==> config.mk <==
export PLATFORM = sky130hd
export DESIGN_NAME = dma_channel_scheduler_flat
export DESIGN_NICKNAME = d
export VERILOG_FILES = /design/src/rtl/dma_channel_scheduler_if.sv /design/src/rtl/dma_channel_scheduler.sv /design/src/flat_wrapper.sv
export SDC_FILE = /design/constraint.sdc
export NUM_CORES = 1
export LEC_CHECK = 0
export BUFFER_PORTS_ARGS = -buffer_cell sky130_fd_sc_hd__buf_2
export CAP_MARGIN = 20
export CELL_PAD_IN_SITES_DETAIL_PLACEMENT = 2
export CELL_PAD_IN_SITES_GLOBAL_PLACEMENT = 2
export CORE_AREA = 3 3 141 143
export DETAILED_ROUTE_END_ITERATION = 8
export DIE_AREA = 0 0 144 146
export PLACE_DENSITY_LB_ADDON = 0.05
export REMOVE_ABC_BUFFERS = 1
export SLEW_MARGIN = 20
export SYNTH_ARGS = -nofsm -noshare
export SYNTH_HDL_FRONTEND = slang
export SYNTH_SLANG_ARGS = --single-unit
==> constraint.sdc <==
create_clock -name clk -period 2.3 [get_ports clk]
set_input_delay 0.23 -clock clk [delete_from_list [all_inputs] [get_ports clk]]
set_output_delay 0.23 -clock clk [all_outputs]
set_load 0.05 [all_outputs]
==> src/rtl/dma_channel_scheduler_if.sv <==
// Processor/memory/IO side signals of the three-channel DMA scheduler.
// No latency of its own; it only bundles wires.
// No backpressure: hreq/hack and dreq/dack carry all of the handshaking.
interface dma_channel_scheduler_if #(
   parameter int AW = 8,
   parameter int DW = 8,
   parameter int CW = 8
);
   logic          cfg_we;
   logic [1:0]    cfg_ch;
   logic [AW-1:0] cfg_src;
   logic [AW-1:0] cfg_dst;
   logic [CW-1:0] cfg_cnt;
   logic          dreq1;
   logic          dreq2;
   logic          hack;
   logic          hreq;
   logic          dack1;
   logic          dack2;
   logic [AW-1:0] ab;
   logic [DW-1:0] db_in;
   logic [DW-1:0] db_out;
   logic          rd_mem;
   logic          wr_mem;
   logic          rd_io;
   logic          wr_io;
   logic          en_mem;
   logic          en_io1;
   logic          en_io2;
   logic          busy;
   logic          done;
   logic [1:0]    active_ch;

   // scheduler side
   modport master (
      input  cfg_we, cfg_ch, cfg_src, cfg_dst, cfg_cnt, dreq1, dreq2, hack, db_in,
      output hreq, dack1, dack2, ab, db_out, rd_mem, wr_mem, rd_io, wr_io,
             en_mem, en_io1, en_io2, busy, done, active_ch
   );

   // processor, memory and IO side
   modport slave (
      output cfg_we, cfg_ch, cfg_src, cfg_dst, cfg_cnt, dreq1, dreq2, hack, db_in,
      input  hreq, dack1, dack2, ab, db_out, rd_mem, wr_mem, rd_io, wr_io,
             en_mem, en_io1, en_io2, busy, done, active_ch
   );
endinterface

==> src/rtl/dma_channel_scheduler.sv <==
// Round-robin DMA scheduler for three channels sharing one 8-bit address/data bus.
// Bus requested one cycle after arbitration; grant, then 2 cycles per word (RD, WR).
// Stalls in REQ until hack; gives the bus back as soon as hack drops after a completed word.
module dma_channel_scheduler #(
   parameter int AW = 8,
   parameter int DW = 8,
   parameter int CW = 8
) (
   input logic                    clk,
   input logic                    rst_n,
   dma_channel_scheduler_if.master bus
);

   typedef enum logic [2:0] {
      S_IDLE, S_REQ, S_GRANT, S_RD, S_WR, S_DONE, S_RELEASE
   } state_t;

   state_t state_q;

   // Per-channel registers indexed by channel number; entry 0 is never loaded.
   logic [AW-1:0] src_q [0:3];
   logic [AW-1:0] dst_q [0:3];
   logic [CW-1:0] cnt_q [0:3];

   logic [1:0]    rr_ptr;      // channel that gets first look at the next arbitration
   logic [1:0]    win;
   logic [3:0]    elig;
   logic [2:0]    arb_sum;
   logic [AW-1:0] cur_src;
   logic [AW-1:0] cur_dst;
   logic [CW-1:0] cur_cnt;
   logic          src_is_io;
   logic          dst_is_io;

   assign cur_src   = src_q[bus.active_ch];
   assign cur_dst   = dst_q[bus.active_ch];
   assign cur_cnt   = cnt_q[bus.active_ch];
   // ch2 reads from IO2, ch1 writes to IO1; everything else is memory.
   assign src_is_io = (bus.active_ch == 2'd2);
   assign dst_is_io = (bus.active_ch == 2'd1);

   // A channel is armed while it has words left; ch3 needs no device request.
   always_comb begin
      elig    = '0;
      elig[1] = (cnt_q[1] != '0) && bus.dreq1;
      elig[2] = (cnt_q[2] != '0) && bus.dreq2;
      elig[3] = (cnt_q[3] != '0);
   end

   // Round-robin pick: scan from rr_ptr upward, lowest offset wins.
   always_comb begin
      win     = 2'd0;
      arb_sum = '0;
      for (int i = 2; i >= 0; i--) begin
         arb_sum = {1'b0, rr_ptr} + 3'(i);
         if (arb_sum > 3'd3) arb_sum = arb_sum - 3'd3;
         if (elig[arb_sum[1:0]]) win = arb_sum[1:0];
      end
   end

   // Channel register bank: processor writes, and per-word stepping of the owner.
   always_ff @(posedge clk or negedge rst_n) begin
      if (!rst_n) begin
         for (int c = 0; c < 4; c++) begin
            src_q[c] <= '0;
            dst_q[c] <= '0;
            cnt_q[c] <= '0;
         end
      end else begin
         for (int c = 1; c < 4; c++) begin
            if (bus.cfg_we && bus.cfg_ch == 2'(c) && bus.active_ch != 2'(c)) begin
               src_q[c] <= bus.cfg_src;
               dst_q[c] <= bus.cfg_dst;
               cnt_q[c] <= bus.cfg_cnt;
            end else if (state_q == S_WR && bus.active_ch == 2'(c)) begin
               src_q[c] <= src_q[c] + AW'(1);
               dst_q[c] <= dst_q[c] + AW'(1);
               cnt_q[c] <= cnt_q[c] - CW'(1);
            end
         end
      end
   end

   // Sequencer with registered bus outputs; strobes and bus values are pulses by default.
   always_ff @(posedge clk or negedge rst_n) begin
      if (!rst_n) begin
         state_q       <= S_IDLE;
         rr_ptr        <= 2'd1;
         bus.hreq      <= 1'b0;
         bus.dack1     <= 1'b0;
         bus.dack2     <= 1'b0;
         bus.ab        <= '0;
         bus.db_out    <= '0;
         bus.rd_mem    <= 1'b0;
         bus.wr_mem    <= 1'b0;
         bus.rd_io     <= 1'b0;
         bus.wr_io     <= 1'b0;
         bus.en_mem    <= 1'b0;
         bus.en_io1    <= 1'b0;
         bus.en_io2    <= 1'b0;
         bus.busy      <= 1'b0;
         bus.done      <= 1'b0;
         bus.active_ch <= 2'd0;
      end else begin
         bus.dack1  <= 1'b0;
         bus.dack2  <= 1'b0;
         bus.done   <= 1'b0;
         bus.ab     <= '0;
         bus.db_out <= '0;
         bus.rd_mem <= 1'b0;
         bus.wr_mem <= 1'b0;
         bus.rd_io  <= 1'b0;
         bus.wr_io  <= 1'b0;
         bus.en_mem <= 1'b0;
         bus.en_io1 <= 1'b0;
         bus.en_io2 <= 1'b0;
         case (state_q)
            S_IDLE: begin
               if (win != 2'd0) begin
                  state_q       <= S_REQ;
                  bus.hreq      <= 1'b1;
                  bus.busy      <= 1'b1;
                  bus.active_ch <= win;
               end
            end
            S_REQ: begin
               if (bus.hack) begin
                  state_q   <= S_GRANT;
                  bus.dack1 <= (bus.active_ch == 2'd1);
                  bus.dack2 <= (bus.active_ch == 2'd2);
               end
            end
            S_GRANT: begin
               state_q <= S_RD;
               bus.ab  <= cur_src;
               {bus.rd_mem, bus.en_mem, bus.rd_io, bus.en_io2} <=
                  {!src_is_io, !src_is_io, src_is_io, src_is_io};
            end
            S_RD: begin
               // The word read this cycle goes straight into the write-data latch.
               state_q    <= S_WR;
               bus.ab     <= cur_dst;
               bus.db_out <= DW'(bus.db_in);
               {bus.wr_mem, bus.en_mem, bus.wr_io, bus.en_io1} <=
                  {!dst_is_io, !dst_is_io, dst_is_io, dst_is_io};
            end
            S_WR: begin
               if (cur_cnt == CW'(1)) begin
                  state_q  <= S_DONE;
                  bus.done <= 1'b1;
               end else if (bus.hack) begin
                  // Source register steps on this same edge, so present the next address.
                  state_q <= S_RD;
                  bus.ab  <= cur_src + AW'(1);
                  {bus.rd_mem, bus.en_mem, bus.rd_io, bus.en_io2} <=
                     {!src_is_io, !src_is_io, src_is_io, src_is_io};
               end else begin
                  state_q       <= S_RELEASE;
                  bus.hreq      <= 1'b0;
                  bus.active_ch <= 2'd0;
               end
            end
            S_DONE: begin
               state_q       <= S_RELEASE;
               bus.hreq      <= 1'b0;
               bus.active_ch <= 2'd0;
               rr_ptr        <= (bus.active_ch == 2'd3) ? 2'd1 : bus.active_ch + 2'd1;
            end
            S_RELEASE: begin
               if (!bus.hack) begin
                  state_q  <= S_IDLE;
                  bus.busy <= 1'b0;
               end
            end
            default: state_q <= S_IDLE;
         endcase
      end
   end

endmodule

==> src/flat_wrapper.sv <==
// flat-port wrapper written by rule: the top's interface ports become plain ports
module dma_channel_scheduler_flat 
#(
   parameter int AW = 8,
   parameter int DW = 8,
   parameter int CW = 8
)
  (clk, rst_n, bus_cfg_we, bus_cfg_ch, bus_cfg_src, bus_cfg_dst, bus_cfg_cnt, bus_dreq1, bus_dreq2, bus_hack, bus_db_in, bus_hreq, bus_dack1, bus_dack2, bus_ab, bus_db_out, bus_rd_mem, bus_wr_mem, bus_rd_io, bus_wr_io, bus_en_mem, bus_en_io1, bus_en_io2, bus_busy, bus_done, bus_active_ch);
  dma_channel_scheduler_if #(.AW(AW), .DW(DW), .CW(CW)) bus_i ();
  input logic clk;
  input logic rst_n;
  input wire logic [$bits(bus_i.cfg_we)-1:0] bus_cfg_we;
  input wire logic [$bits(bus_i.cfg_ch)-1:0] bus_cfg_ch;
  input wire logic [$bits(bus_i.cfg_src)-1:0] bus_cfg_src;
  input wire logic [$bits(bus_i.cfg_dst)-1:0] bus_cfg_dst;
  input wire logic [$bits(bus_i.cfg_cnt)-1:0] bus_cfg_cnt;
  input wire logic [$bits(bus_i.dreq1)-1:0] bus_dreq1;
  input wire logic [$bits(bus_i.dreq2)-1:0] bus_dreq2;
  input wire logic [$bits(bus_i.hack)-1:0] bus_hack;
  input wire logic [$bits(bus_i.db_in)-1:0] bus_db_in;
  output wire logic [$bits(bus_i.hreq)-1:0] bus_hreq;
  output wire logic [$bits(bus_i.dack1)-1:0] bus_dack1;
  output wire logic [$bits(bus_i.dack2)-1:0] bus_dack2;
  output wire logic [$bits(bus_i.ab)-1:0] bus_ab;
  output wire logic [$bits(bus_i.db_out)-1:0] bus_db_out;
  output wire logic [$bits(bus_i.rd_mem)-1:0] bus_rd_mem;
  output wire logic [$bits(bus_i.wr_mem)-1:0] bus_wr_mem;
  output wire logic [$bits(bus_i.rd_io)-1:0] bus_rd_io;
  output wire logic [$bits(bus_i.wr_io)-1:0] bus_wr_io;
  output wire logic [$bits(bus_i.en_mem)-1:0] bus_en_mem;
  output wire logic [$bits(bus_i.en_io1)-1:0] bus_en_io1;
  output wire logic [$bits(bus_i.en_io2)-1:0] bus_en_io2;
  output wire logic [$bits(bus_i.busy)-1:0] bus_busy;
  output wire logic [$bits(bus_i.done)-1:0] bus_done;
  output wire logic [$bits(bus_i.active_ch)-1:0] bus_active_ch;
  assign bus_i.cfg_we = bus_cfg_we;
  assign bus_i.cfg_ch = bus_cfg_ch;
  assign bus_i.cfg_src = bus_cfg_src;
  assign bus_i.cfg_dst = bus_cfg_dst;
  assign bus_i.cfg_cnt = bus_cfg_cnt;
  assign bus_i.dreq1 = bus_dreq1;
  assign bus_i.dreq2 = bus_dreq2;
  assign bus_i.hack = bus_hack;
  assign bus_i.db_in = bus_db_in;
  assign bus_hreq = bus_i.hreq;
  assign bus_dack1 = bus_i.dack1;
  assign bus_dack2 = bus_i.dack2;
  assign bus_ab = bus_i.ab;
  assign bus_db_out = bus_i.db_out;
  assign bus_rd_mem = bus_i.rd_mem;
  assign bus_wr_mem = bus_i.wr_mem;
  assign bus_rd_io = bus_i.rd_io;
  assign bus_wr_io = bus_i.wr_io;
  assign bus_en_mem = bus_i.en_mem;
  assign bus_en_io1 = bus_i.en_io1;
  assign bus_en_io2 = bus_i.en_io2;
  assign bus_busy = bus_i.busy;
  assign bus_done = bus_i.done;
  assign bus_active_ch = bus_i.active_ch;
  dma_channel_scheduler #(.AW(AW), .DW(DW), .CW(CW)) u_core (.clk(clk), .rst_n(rst_n), .bus(bus_i));
endmodule
==> Word-level counts from Yosys, hierarchy flattened <==
Index checks and enable logic that the tools add are counted.
{ "totals": {"latchBits": 0, "ff_bits": 105, "ramBits": 0, "output_inout_bits": 30, "inputBits": 40, "rom_bits": 0, "mem_count": 0} }
{ "classes": {"n_lt_le_gt_ge": 7, "div": 0, "reduce_logical": 26, "shifts": 0, "muxes": 73, "mul": 0, "n_eq_ne": 21, "bitwise_logic": 1, "addsub": 16} }
{ "op_table": {"columns": ["operator", "n"], "rows": [
  ["$mux 8", 27],
  ["$add 8x1->8 const B", 7],
  ["$bmux 8 s2", 3],
  ["$pmux 8 s3", 1],
  ["$reduce_bool 8->1", 3],
  ["$sub 8x1->8 const B", 3],
  ["$pmux 3 s7", 1],
  ["$mux 2", 10],
  ["$mux 1", 17],
  ["$mux 3", 5],
  ["$ne 2x2->1 const B", 6],
  ["$logic_and 1x1->1", 11],
  ["$reduce_bool 2->1", 5],
  ["$eq 3x3->1 const B", 3],
  ["$lt 2x3->1 const B", 3],
  ["$eq 2x2->1 const B", 4],
  ["$eq 8x1->1 const B", 1],
  ["$bmux 1 s2", 3],
  ["$eq 3x2->1 const B", 2],
  ["$gt 3x2->1 const B", 2],
  ["$pmux 1 s2", 3],
  ["$pmux 1 s3", 2],
  ["$pmux 2 s3", 1],
  ["$reduce_and 3->1", 2],
  ["other kinds (14)", 19]
]} }

==> Depth between registers and ports, before layout <==
{ "logic_depth": {"word_depth": 11, "mapped_depth": 9} }

==> Least setup slack after synthesis <==
No wires, ideal clock.
{ "synth_path": {"path_kind": "register -> register", "start": "register u_core.bus.active_ch[1] in the netlist's numbering", "end": "register u_core.src_q[23] in the netlist's numbering", "path_slack_ns": -0.570, "path_buffers": 3, "stages_incl_launch_ff": 10, "setup_ns": 0.126, "arrival_ns": 2.744, "cell_sequence": "dfrtp_1 > buf_6 > buf_2 > inv_1 > ha_1 > nor4bb_1 > nand2b_1 > clkbuf_1 > o21ai_0 > a221o_1"} }
{ "synth_between": {"elab_chain_cells": 3, "word_cells_on_any_way": 6, "cone_classes": "eq/ne: 2; mux: 1; reduce/logical: 3"} }
{ "synth_rtl": {"columns": ["item", "line", "rtl"], "rows": [
  ["from (decl)", "dma_channel_scheduler_if.sv:38", "en_mem, en_io1, en_io2, busy, done, active_ch"],
  ["from (signal assigned)", "dma_channel_scheduler.sv:123", "bus.active_ch <= win;"],
  ["$ne 2x1->1 or $eq 2x1->1 (tied branches)", "dma_channel_scheduler.sv:71, dma_channel_scheduler.sv:75", null],
  ["$logic_and 1x1->1, on equally long branches", "dma_channel_scheduler.sv:71, dma_channel_scheduler.sv:75", null],
  ["$mux 8 or $reduce_bool 2->1 (tied branches)", null, null],
  ["to (signal, indexed assignment)", "dma_channel_scheduler.sv:72", "src_q[c] <= bus.cfg_src;"],
  ["to (signal, indexed assignment)", "dma_channel_scheduler.sv:76", "src_q[c] <= src_q[c] + AW'(1);"],
  ["to (decl)", "dma_channel_scheduler.sv:21", "logic [AW-1:0] src_q [0:3];"]
]} }
Several ways; a longest one is shown, not always the timed one.
A chain may end at the register's enable or synchronous reset.

==> Final worst setup path <==
{ "layout_path": {"start": "register u_core.bus.active_ch[0] in the netlist's numbering", "end": "register u_core.bus.active_ch[0] in the netlist's numbering"} }
{ "layout_between": {"elab_chain_cells": 7} }
{ "layout_rtl": {"columns": ["item", "line", "rtl"], "rows": [
  ["$not 2->3 (not written as such)", "dma_channel_scheduler.sv:37", "assign cur_cnt = cnt_q[bus.active_ch];"],
  ["$bmux 8 s2", "dma_channel_scheduler.sv:37", null],
  ["$mux 8 (not written as such) (2 in a row)", "dma_channel_scheduler.sv:37", null],
  ["$eq 8x1->1", "dma_channel_scheduler.sv:148", "if (cur_cnt == CW'(1)) begin"],
  ["$ne 2x2->1 (no line)", null, null],
  ["$reduce_and 4->1 (no line)", null, null]
]} }
Every way passes these cells. The select of a mux whose other input is x is not followed.

==> out/metrics.json <==
{
  "n_antenna_cell": {"value": 0},
  "startpoint_type": {"value": "flip-flop"},
  "violation_count_after_the_first_detailed_routing_iteration": {"value": 294},
  "global_route.usage.total": {"value": 22.98, "unit": "%"},
  "cp_max_fo": {"value": 8},
  "num_rows": {"value": 50},
  "clk-insertion-delay-late": {"value": 0.37, "unit": "ns"},
  "viasPerCell": {"value": 5.830},
  "tightest_slew": {"value": 0.5835, "unit": "ns"},
  "layout_worst_path_cycle_share": {"value": 97.61, "unit": "%"},
  "grt_pass1_wl": {"value": 37230, "unit": "microns"},
  "detailroute.via_count": {"value": 5783},
  "synth-seq-cells": {"value": 105},
  "clock_sinks": {"value": 105},
  "layout_commonest_cell": {"value": "dfrtp_1"},
  "fin_setup_tns": {"value": 0, "unit": "ns"},
  "final-setup-viol-count": {"value": 0},
  "finalWorstPathRequiredPeriod": {"value": 2.245, "unit": "ns"},
  "gp_congestion": {"value": 0.8149},
  "fmaxAchievable": {"value": 445.5, "unit": "MHz"},
  "post_synth.cell_area_avg": {"value": 9.421, "unit": "sq um"},
  "post_synth_inst_count": {"value": 648},
  "area_added_between_synthesis_and_finish": {"value": 22.96, "unit": "%"},
  "start_util": {"value": 32.64, "unit": "%"},
  "maxCapViolations": {"value": 0},
  "drt_pre_antenna_iters": {"value": 5},
  "placement.cell_area": {"value": 7127, "unit": "sq um"},
  "sequential_fraction_of_the_synthesis_area": {"value": 43.06, "unit": "%"},
  "worst_ep_arrival": {"value": 2.48, "unit": "ns"},
  "crit_path_category": {"value": "reg2reg"},
  "post_synth_instance_area": {"value": 6105, "unit": "sq um"},
  "drc": {"value": 0},
  "most-common-layout-cells": {"value": "dfrtp_1 (104), nand2_1 (87), buf_2 (68)"},
  "finish.instance_area": {"value": 7506, "unit": "sq um"},
  "totalWireLength": {"value": 23830, "unit": "microns"},
  "worst_ir_drop_vdd": {"value": 0.4302, "unit": "mV"},
  "layout.nets": {"value": 812},
  "number_of_global_route_vias_before_repair": {"value": 6290},
  "placement.io_buffers": {"value": 69},
  "die_y": {"value": 146, "unit": "microns"},
  "post_route_setup_slack": {"value": 0.05508, "unit": "ns"},
  "postSynth.topFlopCell": {"value": "dfrtp_1"},
  "number_of_placed_i_o_pins": {"value": 70},
  "synthDistinctLibCells": {"value": 68},
  "relSlewSlack": {"value": 60.74, "unit": "%"},
  "p_per_area": {"value": 1336, "unit": "nW/um^2"},
  "dieWidth": {"value": 144, "unit": "microns"},
  "cts-buffers-inserted": {"value": 9},
  "final-max-slew-violation-count": {"value": 0},
  "finalHoldViolations": {"value": 0},
  "dieArea": {"value": 21020, "unit": "sq um"},
  "post_cts.repair.setup_buffers": {"value": 0},
  "endpoint_class_of_the_critical_path": {"value": "flip-flop"},
  "number_of_enable_type_register_cells_in_the_synthesized_netlist": {"value": 0},
  "overflow": {"value": 0},
  "result_of_the_run": {"value": "finished, final reports clean"},
  "synth-warning-count": {"value": 24},
  "pre_cts_ws": {"value": 0.08425, "unit": "ns"},
  "core_region_area": {"value": 18710, "unit": "sq um"},
  "synth_async_sr_flop_share": {"value": 100.0, "unit": "%"},
  "clockRootBuffer": {"value": "clkbuf_16"},
  "number_of_antenna_violations_at_the_first_check_in_global_routing": {"value": 0},
  "number_of_buffers_on_the_longest_clock_path": {"value": 2},
  "power.leakage": {"value": 3.328, "unit": "nW"},
  "dpl.hpwl": {"value": 18040, "unit": "microns"},
  "finalClockSkew": {"value": 0.01468, "unit": "ns"},
  "hold_path.class": {"value": "in2reg"},
  "grt_max_degree": {"value": 37},
  "cts_tree": {"value": "done"},
  "route.detailed.wl_per_inst": {"value": 24.02, "unit": "microns"},
  "reg2reg_setup_slack": {"value": 0.06, "unit": "ns"},
  "critPathRequiredTime": {"value": 2.53, "unit": "ns"},
  "layout-drive-gt1-share": {"value": 22.96, "unit": "%"},
  "cts_clk_pin_slew_worst_paths": {"value": 0.08, "unit": "ns"},
  "cts_htree_levels": {"value": 3},
  "drtAntennaViolNets": {"value": 0}
}
-- worst paths after layout --
path	endpoint	cells past startpoint	start
worst min-delay path	u_core.src_q[2]	3	bus_cfg_src[2]
worst max register to register	u_core.bus.active_ch[0]	7	u_core.bus.active_ch[0]
worst max-delay path	u_core.bus.active_ch[0]	7	u_core.bus.active_ch[0]
min in group asynchronous	u_core.cnt_q[23]	2	rst_n
max in group asynchronous	u_core.cnt_q[1]	3	rst_n
worst min register to register	u_core.rr_ptr[0]	2	u_core.rr_ptr[0]
-- cells by family (layout without fill, tap and decap cells) --
| kind of cell | Yosys count | after routing | synth area share, % |
|---|---|---|---|
| XOR/XNOR | 14 | 14 | 2.008 |
| AND/OR/NAND/NOR | 251 | 251 | 21.75 |
| AO/OA/AOI/OAI | 189 | 189 | 22.85 |
| buffers and inverters | 54 | 164 | 3.710 |
| multiplexers | 16 | 16 | 2.726 |
| flip-flops | 105 | 105 | 43.06 |
| adder cells (fa/ha/maj) | 19 | 19 | 3.894 |
-- state kept, by name, summed over array words and instances, names as in the netlist --
name / count
u_core.bus.wr_io: 1
u_core.rr_ptr: 2
u_core.bus.active_ch: 2
u_core.bus.wr_mem: 1
u_core.bus.rd_io: 1
u_core.bus.dack2: 1
u_core.bus.hreq: 1
u_core.bus.db_out: 8
u_core.bus.busy: 1
u_core.bus.done: 1
u_core.bus.ab: 8
u_core.dst_q: 24
u_core.bus.en_mem: 1
u_core.bus.rd_mem: 1
u_core.src_q: 24
u_core.bus.dack1: 1
u_core.cnt_q: 24
u_core.state_q: 3
-- through the flow --
step	power, mW	hold WS, ns	utilization (%)	instances
after CTS	9.994	0.09631	39.81	992
after global placement	8.002	0.2507	38.10	975
after detailed placement	8.269	0.2498	38.10	975
after global routing	10.72	0.1030	40.13	992
final	10.02	0.1003	40.13	992
after floorplan	6.203	-0.06559	-	613
-- area by class of cell --
class | count | area, sq um
clock buffers | 9 | 225.2
clock inverters | 7 | 85.08
fillers | 2068 | 11200
inverters | 19 | 71.32
multi-input cells | 489 | 3339
flip-flops and latches | 105 | 2629
well taps | 234 | 292.8
repair buffers | 129 | 863.3
-- what timing repair did --
item,in CTS,in global routing
hold buffers,1,0
endpoints found under the hold margin,31,0
setup endpoints to repair,0,16
gates resized for setup,0,11
-- power by group --
group	internal, mW	switching, mW
logic	1.84	2.86
clock network	0.867	0.822
registers	2.62	1.01
total	5.33	4.70
-- layer usage --
| layer | GRT usage [%] | vias up | share of wire [%] |
|---|---|---|---|
| met2 | 37.41 | 85 | 48 |
| met4 | 5.461 | 0 | 1.8 |
| met5 | 0 | - | 0 |
| met3 | 3.089 | 20 | 2.9 |
| li1 | - | 2646 | - |
| met1 | 32.31 | 3032 | 47 |
-- worst max-delay path, stage by stage, from the launching register on --
cell      delay [ns]
dfrtp_1         0.46
buf_4           0.21
or4bb_4         0.57
nor4_4          0.21
buf_4           0.17
o41a_1          0.22
o21ai_0         0.10
o211ai_1        0.18
-- synthesized netlist by cell type (4+ instances only) --
library cell	number	area, sq um
a21oi_1	14	70.07
buf_2	4	20.02
o21ai_1	8	40.04
nand2_1	87	326.6
nor2b_1	4	25.02
dfrtp_1	104	2603
and2_1	11	68.82
o211ai_1	10	75.07
o31ai_1	5	37.54
and3_1	29	181.4
nor3b_1	11	82.58
xor2_1	10	87.58
mux2_2	5	56.30
nand3_1	20	100.1
or4_1	6	45.04
nand2b_1	5	31.28
nor2_1	37	138.9
o221ai_1	5	43.79
a31oi_1	11	68.82
nor4_1	4	25.02
ha_1	19	237.7
a221o_1	29	290.3
mux2i_1	11	110.1
o311ai_0	12	105.1
xnor2_1	4	35.03
clkbuf_1	24	90.09
nor3_1	12	60.06
nand3b_1	4	30.03
inv_1	18	67.56
a22oi_1	13	97.59
nor4bb_1	4	40.04
o21ai_0	50	250.2
Note: power is estimated with default switching activity, not from simulation.
